File: src/rtl/truth_table_sweeper.sv
// Walks every input combination of an N-input Boolean function and captures its truth table.
// The captured table is exposed as "tbl" because "table" is a reserved word in SystemVerilog.
module truth_table_sweeper #(
  parameter int N     = 4,
  parameter int DWELL = 2
) (
  input  logic               clk,
  input  logic               rst,
  input  logic               start,
  input  logic               gray,
  input  logic               f_in,
  output logic [N-1:0]       vars,
  output logic [N-1:0]       vars_n,
  output logic               busy,
  output logic               done,
  output logic [(1<<N)-1:0]  tbl,
  output logic [N:0]         ones
);

  // state  | meaning
  // IDLE   | waiting for start, vars parked at 0, results held
  // SETTLE | driving one combination for DWELL cycles, sampling f_in on the last
  // DONE   | one-cycle completion pulse, results valid
  typedef enum logic [1:0] {
    IDLE   = 2'd0,
    SETTLE = 2'd1,
    DONE   = 2'd2
  } state_t;

  localparam int unsigned   SIZE         = 1 << N;
  localparam logic [N:0]    LAST_IDX     = (N+1)'(SIZE - 1);
  localparam logic [N:0]    IDX_ONE      = (N+1)'(1);
  localparam logic [7:0]    DWELL_RELOAD = 8'(DWELL - 1);

  state_t       state;
  state_t       state_nxt;
  logic [N:0]   index;
  logic [7:0]   dwell_cnt;
  logic         gray_q;
  logic [N-1:0] code;
  logic         last_dwell;
  logic         last_code;

  // index is one bit wider than a code so the terminal compare never sees a wrap
  assign code       = gray_q ? (index[N-1:0] ^ (index[N-1:0] >> 1)) : index[N-1:0];
  assign last_dwell = (dwell_cnt == 8'd0);
  assign last_code  = (index == LAST_IDX);

  always_ff @(posedge clk) begin
    if (rst) begin
      state <= IDLE;
    end else begin
      state <= state_nxt;
    end
  end

  always_comb begin
    state_nxt = state;
    case (state)
      IDLE: begin
        if (start) begin
          state_nxt = SETTLE;
        end
      end
      SETTLE: begin
        if (last_dwell && last_code) begin
          state_nxt = DONE;
        end
      end
      DONE: begin
        state_nxt = IDLE;
      end
      default: begin
        state_nxt = IDLE;
      end
    endcase
  end

  always_comb begin
    vars = '0;
    busy = 1'b0;
    done = 1'b0;
    case (state)
      SETTLE: begin
        vars = code;
        busy = 1'b1;
      end
      DONE: begin
        done = 1'b1;
      end
      default: begin
        vars = '0;
      end
    endcase
  end

  assign vars_n = ~vars;

  always_ff @(posedge clk) begin
    if (rst) begin
      index     <= '0;
      dwell_cnt <= '0;
      gray_q    <= 1'b0;
      tbl       <= '0;
      ones      <= '0;
    end else begin
      case (state)
        IDLE: begin
          if (start) begin
            gray_q    <= gray;
            tbl       <= '0;
            ones      <= '0;
            index     <= '0;
            dwell_cnt <= DWELL_RELOAD;
          end
        end
        SETTLE: begin
          if (!last_dwell) begin
            dwell_cnt <= dwell_cnt - 8'd1;
          end else begin
            // ones is N+1 bits, so a full table of 2^N ones still fits
            tbl[code] <= f_in;
            ones      <= ones + {{N{1'b0}}, f_in};
            if (!last_code) begin
              index     <= index + IDX_ONE;
              dwell_cnt <= DWELL_RELOAD;
            end
          end
        end
        default: begin
          dwell_cnt <= dwell_cnt;
        end
      endcase
    end
  end

endmodule

File: config.mk
export PLATFORM = sky130hd
export DESIGN_NAME = truth_table_sweeper
export DESIGN_NICKNAME = d
export VERILOG_FILES = /design/src/rtl/truth_table_sweeper.sv
export SDC_FILE = /design/constraint.sdc
export NUM_CORES = 1
export LEC_CHECK = 0
export ABC_AREA = 1
export BUFFER_PORTS_ARGS = -buffer_cell sky130_fd_sc_hd__buf_2
export CAP_MARGIN = 15
export CORE_MARGIN = 2
export CORE_UTILIZATION = 40
export CTS_CLUSTER_DIAMETER = 50
export CTS_CLUSTER_SIZE = 10
export DETAILED_ROUTE_END_ITERATION = 10
export HOLD_SLACK_MARGIN = 0.03
export PLACE_DENSITY = 0.61
export SLEW_MARGIN = 40
export SYNTH_ARGS = -nofsm -noshare
export SYNTH_HDL_FRONTEND = slang
export SYNTH_SLANG_ARGS = --single-unit
export TNS_END_PERCENT = 10
File: constraint.sdc
create_clock -name clk -period 1.46 [get_ports clk]
set_input_delay 0.219 -clock clk [delete_from_list [all_inputs] [get_ports clk]]
set_output_delay 0.219 -clock clk [all_outputs]
set_load 0.005 [all_outputs]
======== Yosys cells after proc, flatten, opt, wreduce, memory -nomap -nowiden ========
Index checks and enable logic that the tools add are counted.
W data, S select, Z words.
cells by class
  add/subtract/negate cells ............... 3
  $mul .................................... 0
  divide/modulo/power cells ............... 0
  $lt $le $gt $ge ......................... 2
  equal/unequal tests ..................... 8
  shift operators ......................... 0
  muxes and demuxes ....................... 23
  bitwise operators ....................... 2
  reductions and logical operators ........ 10
operators with widths
  kind                   number
  $mux W16               2
  $pmux W16 S2           1
  $mux W8                3
  $mux W5                4
  $pmux W5 S2            2
  $bwmux W16             1
  $pmux W8 S2            1
  $logic_not A8 Y1       1
  $mux W4                2
  $ne A2 B2 Y1 const B   4
  $sub A8 B1 Y8 const B  1
  $reduce_and A3 Y1      2
  $add A5 B1 Y5          1
  $add A5 B1 Y5 const B  1
  $eq A5 B4 Y1 const B   1
  $lt A4 B5 Y1 const B   1
  $demux W1 S4           1
  $ge A4 B1 Y1 const B   1
  $mux W2                2
  $not A4 Y4             1
  $pmux W2 S2            1
  $reduce_and A2 Y1      2
  $reduce_and A4 Y1      1
  $xor A4 B3 Y4          1
  other kinds (7)        10
word-level totals
  register bits ........................... 37
  bits in latches ......................... 0
  bits in writable memories ............... 0
  ROM bits ................................ 0
  output and inout port bits .............. 31
  memories kept ........................... 0

======== Logic depth before layout (Yosys ltp) ========
  depth after elaboration ................. 9
  mapped depth ............................ 11
  gate-level depth less buffers ........... 11

======== Least setup slack after synthesis ========
OpenSTA, ideal clock, no wires.
  kind .................................... flip-flop to flip-flop
  start ................................... register index[3]
  end ..................................... register tbl[14]
  library setup time ...................... 135 ps
  data arrival time ....................... 1,396 ps
  path slack .............................. -71 ps
  cell stages (with the launch flop) ...... 12
  period minus slack after synthesis ...... 1,531 ps
  path through ............................ dfxtp_1 -> inv_1 -> ha_1 -> inv_1 -> nand2_1 -> nand2_1 -> nor2_4 -> nand2_1 -> nand2_1 -> nand3_1 -> nand2_1 -> a21oi_2
between the ends
  longest elaborated chain between the ends .. 9
ends and longest elaborated chain
  item                                                                       RTL line  RTL
  from (decl)                                                                37        logic [N:0] index;
  from (signal assigned)                                                     125       index <= index + IDX_ONE;
  $xor A4 B3 Y4                                                              45        assign code = gray_q ? (index[N-1:0] ^ (index[N-1:0] >> 1)) : index[N-1:0];
  $mux W4 (*)                                                                45
  $lt A4 B5 Y1 (implied by the code) / $ge A4 B1 Y1 (equally long branches)  122       tbl[code] <= f_in;
  $logic_and A1 B1 Y1 (implied by the code)                                  122
  $mux W1 (implied by the code)                                              122
  $demux W1 S4 (*)                                                           122
  $bwmux W16 (*)                                                             122
  $mux W16 (*)                                                               118       if (!last_dwell) begin
  $pmux W16 S2 (*)                                                           107       case (state)
  to (signal, indexed assignment)                                            122
  to (decl)                                                                  16        output logic [(1<<N)-1:0] tbl,
Every way passes the cells marked *; elsewhere a longest branch is shown, timed or not. The select of a mux whose other input is x is not followed.
A chain may end at the register's enable or synchronous reset.

======== Worst setup path after layout ========
  start ................................... register index[2]
  end ..................................... output vars_n[2]
between the ends
  longest elaborated chain between the ends .. 4
ends and longest elaborated chain
  item            RTL line  RTL
  $xor A4 B3 Y4   45
  $mux W4 (*)     45
  $mux W4 (*)     83        case (state)
  $not A4 Y4 (*)  97        assign vars_n = ~vars;
  to (decl)       13        output logic [N-1:0] vars_n,
Every way passes the cells marked *; elsewhere a longest branch is shown, timed or not.

==> flow_summary.yaml <==
grt:
  grt.overflow.total: 0
  grt.total_usage_pct: 19.8
  grt_pass1_wl_mm: 10.1
  antenna_found_initial: 0
  grt_max_degree: 23
  grt_pass1_vias: 2225
clock_network:
  worstSkewPairLatency_ps: 290
  clk_pin_slew_ps: 80
  cts_root_buf: "clkbuf_8"
  htree_levels: 2
  tritoncts: "yes"
  clock_path_buffers: 2
  cts_buffers: 5
  cts.sinks: 37
cells_and_area:
  fillerInstances: 520
  final_util_pct: 57.0
  drive_gt1_share_pct: 43.3
  n_antenna_cell: 0
  layout.nets: 418
  syn_to_final_growth_pct: 37.1
  layoutNonFillerInstCount: 476
timing:
  finalHoldViolCount: 0
  rsz0062_at_grt: "yes"
  finClkSkew_ps: 8.49
  fin_setup_tns_ps: -1660
  finalSetupViolations: 17
  relSlewSlack_pct: 78.6
  worst_slew_pin_slew_ps: 322
  finalMaxSlewViolations: 0
  period_needed_ps: 1620
  min_period_over_period_pct: 111
  fmax_ghz: 0.619
  layout_setup_ws_ps: -156
route:
  drt_iter0_markers: 89
  vias: 2329
  drt_first_pass_iters: 4
  avgRoutedWirePerCell_um: 12.3
  drc_errors: 0
  vias_per_cell: 4.89
  ant_nets: 0
  wl_mm: 5.86
run_status:
  status: "complete, but fails checks"
  violations: "negative setup slack"
worst_setup_path:
  cp_max_fo: 5
  worstPathArrival_ps: 1400
  worstSetupPathType: "reg -> out"
  end_kind: "output port"
  cp_slowest_stage_delay_ps: 400
  cp_slowest_cell: "dfxtp_4"
  required_ps: 1240
  path_cells: "inv_4 -> ha_4 -> inv_2 -> nand2_2 -> nand2_4 -> nor2_4 -> inv_1 -> buf_2"
  cp-start-kind: "flip-flop"
floorplan:
  die_x_um: 79.7
  ios: 36
  dieHeight_um: 79.7
  rows: 27
  coreArea_mm2: 0.00551
  initial_core_util_pct: 41.6
  dieArea_mm2: 0.00635
placed_design:
  dpl.cell_count: 461
  place_congestion: 0.823
  hpwl_mm: 4.13
  portBuffers: 35
synthesis:
  avgSynthCellArea_um2: 6.92
  synthesis.nets: 346
  yosysTopAreaCell: "dfxtp_1"
  yosys_warnings: 0
  synth_cell_type_count: 31
  synth_top_area_share_pct: 32.3
  syn_inst: 331
  synthesis.area_mm2: 0.00229
  postSynthRegisterBits: 37
  yosysSeqAreaShare_pct: 32.3
  yosys-top-cells-area: "dfxtp_1 (32%), nand2_1 (15%), nand3_1 (13%), ha_1 (5.5%), a21oi_1 (4.2%)"
power_and_ir_drop:
  p_leak_nw: 1.39
  power_density_mw_per_mm2: 900
  peakVddDrop_uv: 376
  power_w: 0.00283
flow_run:
  drv_cap: 0
worst_hold_path:
  hold_path.class: "in -> reg"
-- worst max-delay path, delay by kind of cell, from the launching register on --
family                   cells  cell delay, ps
adder cells (fa/ha/maj)      1             260
buffers and inverters        4             230
flip-flops                   1             400
AND/OR/NAND/NOR              3             220
-- worst paths after layout --
path,start,endpoint,slack (ps),cells after the start
max,index[2],vars_n[2],-160,8
min reg2reg,tbl[15],tbl[15],460,2
min,rst,dwell_cnt[6],220,2
max reg2reg,index[1],tbl[7],-130,9
-- synth_stat cells, drive strengths merged --
| library cell | n |
|---|---|
| nand3 | 60 |
| nand2 | 102 |
| o21ai | 4 |
| nor2 | 28 |
| xor2 | 5 |
| clkinv | 1 |
| a21oi | 29 |
| inv | 33 |
| or2 | 2 |
| nor3 | 1 |
| xnor2 | 1 |
| ha | 10 |
| buf | 11 |
| nand4 | 4 |
| dfxtp | 37 |
| a22oi | 1 |
| clkbuf | 2 |
-- final cells by class --
class	count	area (µm²)	area share, %
clock inverter	1	30.0	0.956
inverter	34	140	4.46
tap	72	90.1	2.87
clock buffer	7	86.3	2.75
multi-input combinational	247	1510	48.1
sequential	37	757	24.1
timing repair buffer	78	526	16.7
-- where the power goes --
group | total (W) | switching, W | internal [W]
logic | 0.000801 | 0.000483 | 0.000318
registers | 0.00108 | 0.0000328 | 0.00105
clock network | 0.000947 | 0.000390 | 0.000558
total | 0.00283 | 0.000905 | 0.00192
-- stage by stage --
step | worst slack, ps | area (µm²) | hold slack (ps)
CTS | -155 | 3030 | 219
global placement | -69.0 | 2770 | 447
global route | -224 | 3140 | 246
floorplan | -45.9 | 2290 | 406
finish | -156 | 3140 | 217
detailed placement | -106 | 2770 | 452
-- sequential cells by signal, indices dropped and copies added (netlist names) --
| register | count |
|---|---|
| index | 5 |
| tbl | 16 |
| ones | 5 |
| state | 2 |
| gray_q | 1 |
| dwell_cnt | 8 |
-- cells by family after synthesis --
kind of cell / share of synthesized area, %
compound gates: 9.18
xor+xnor: 2.29
fa+ha+maj: 5.46
buf+inv: 9.07
flops: 32.3
simple gates: 41.7
-- what timing repair did --
item,CTS,global route
pin swaps,11,15
endpoints found under the setup margin,42,42
hold buffers,0,0
gates resized for setup,31,31
buffers inserted,6,1
-- per-layer routing --
layer | vias up | share of wire [%] | track usage, %
met5 | - | 0 | 0
met4 | 0 | 1.2 | 5.52
met3 | 8 | 4.3 | 3.96
met2 | 48 | 47 | 33.2
met1 | 1064 | 48 | 25.8
li1 | 1209 | - | -
-- cells in the final DEF (no fill, tap or decap), types with 6 or more instances in the layout --
master and count:
a21oi_2 15, inv_1 17, nor2_1 13, nand2_1 81, dfxtp_1 28, nor2_4 11, buf_2 35, dfxtp_2 7
inv_2 13, nand2_2 14, a21oi_1 14, nand2_4 7, clkbuf_8 6, nand3_1 56, buf_4 38
No activity file was read; power rests on OpenSTA's default activity.
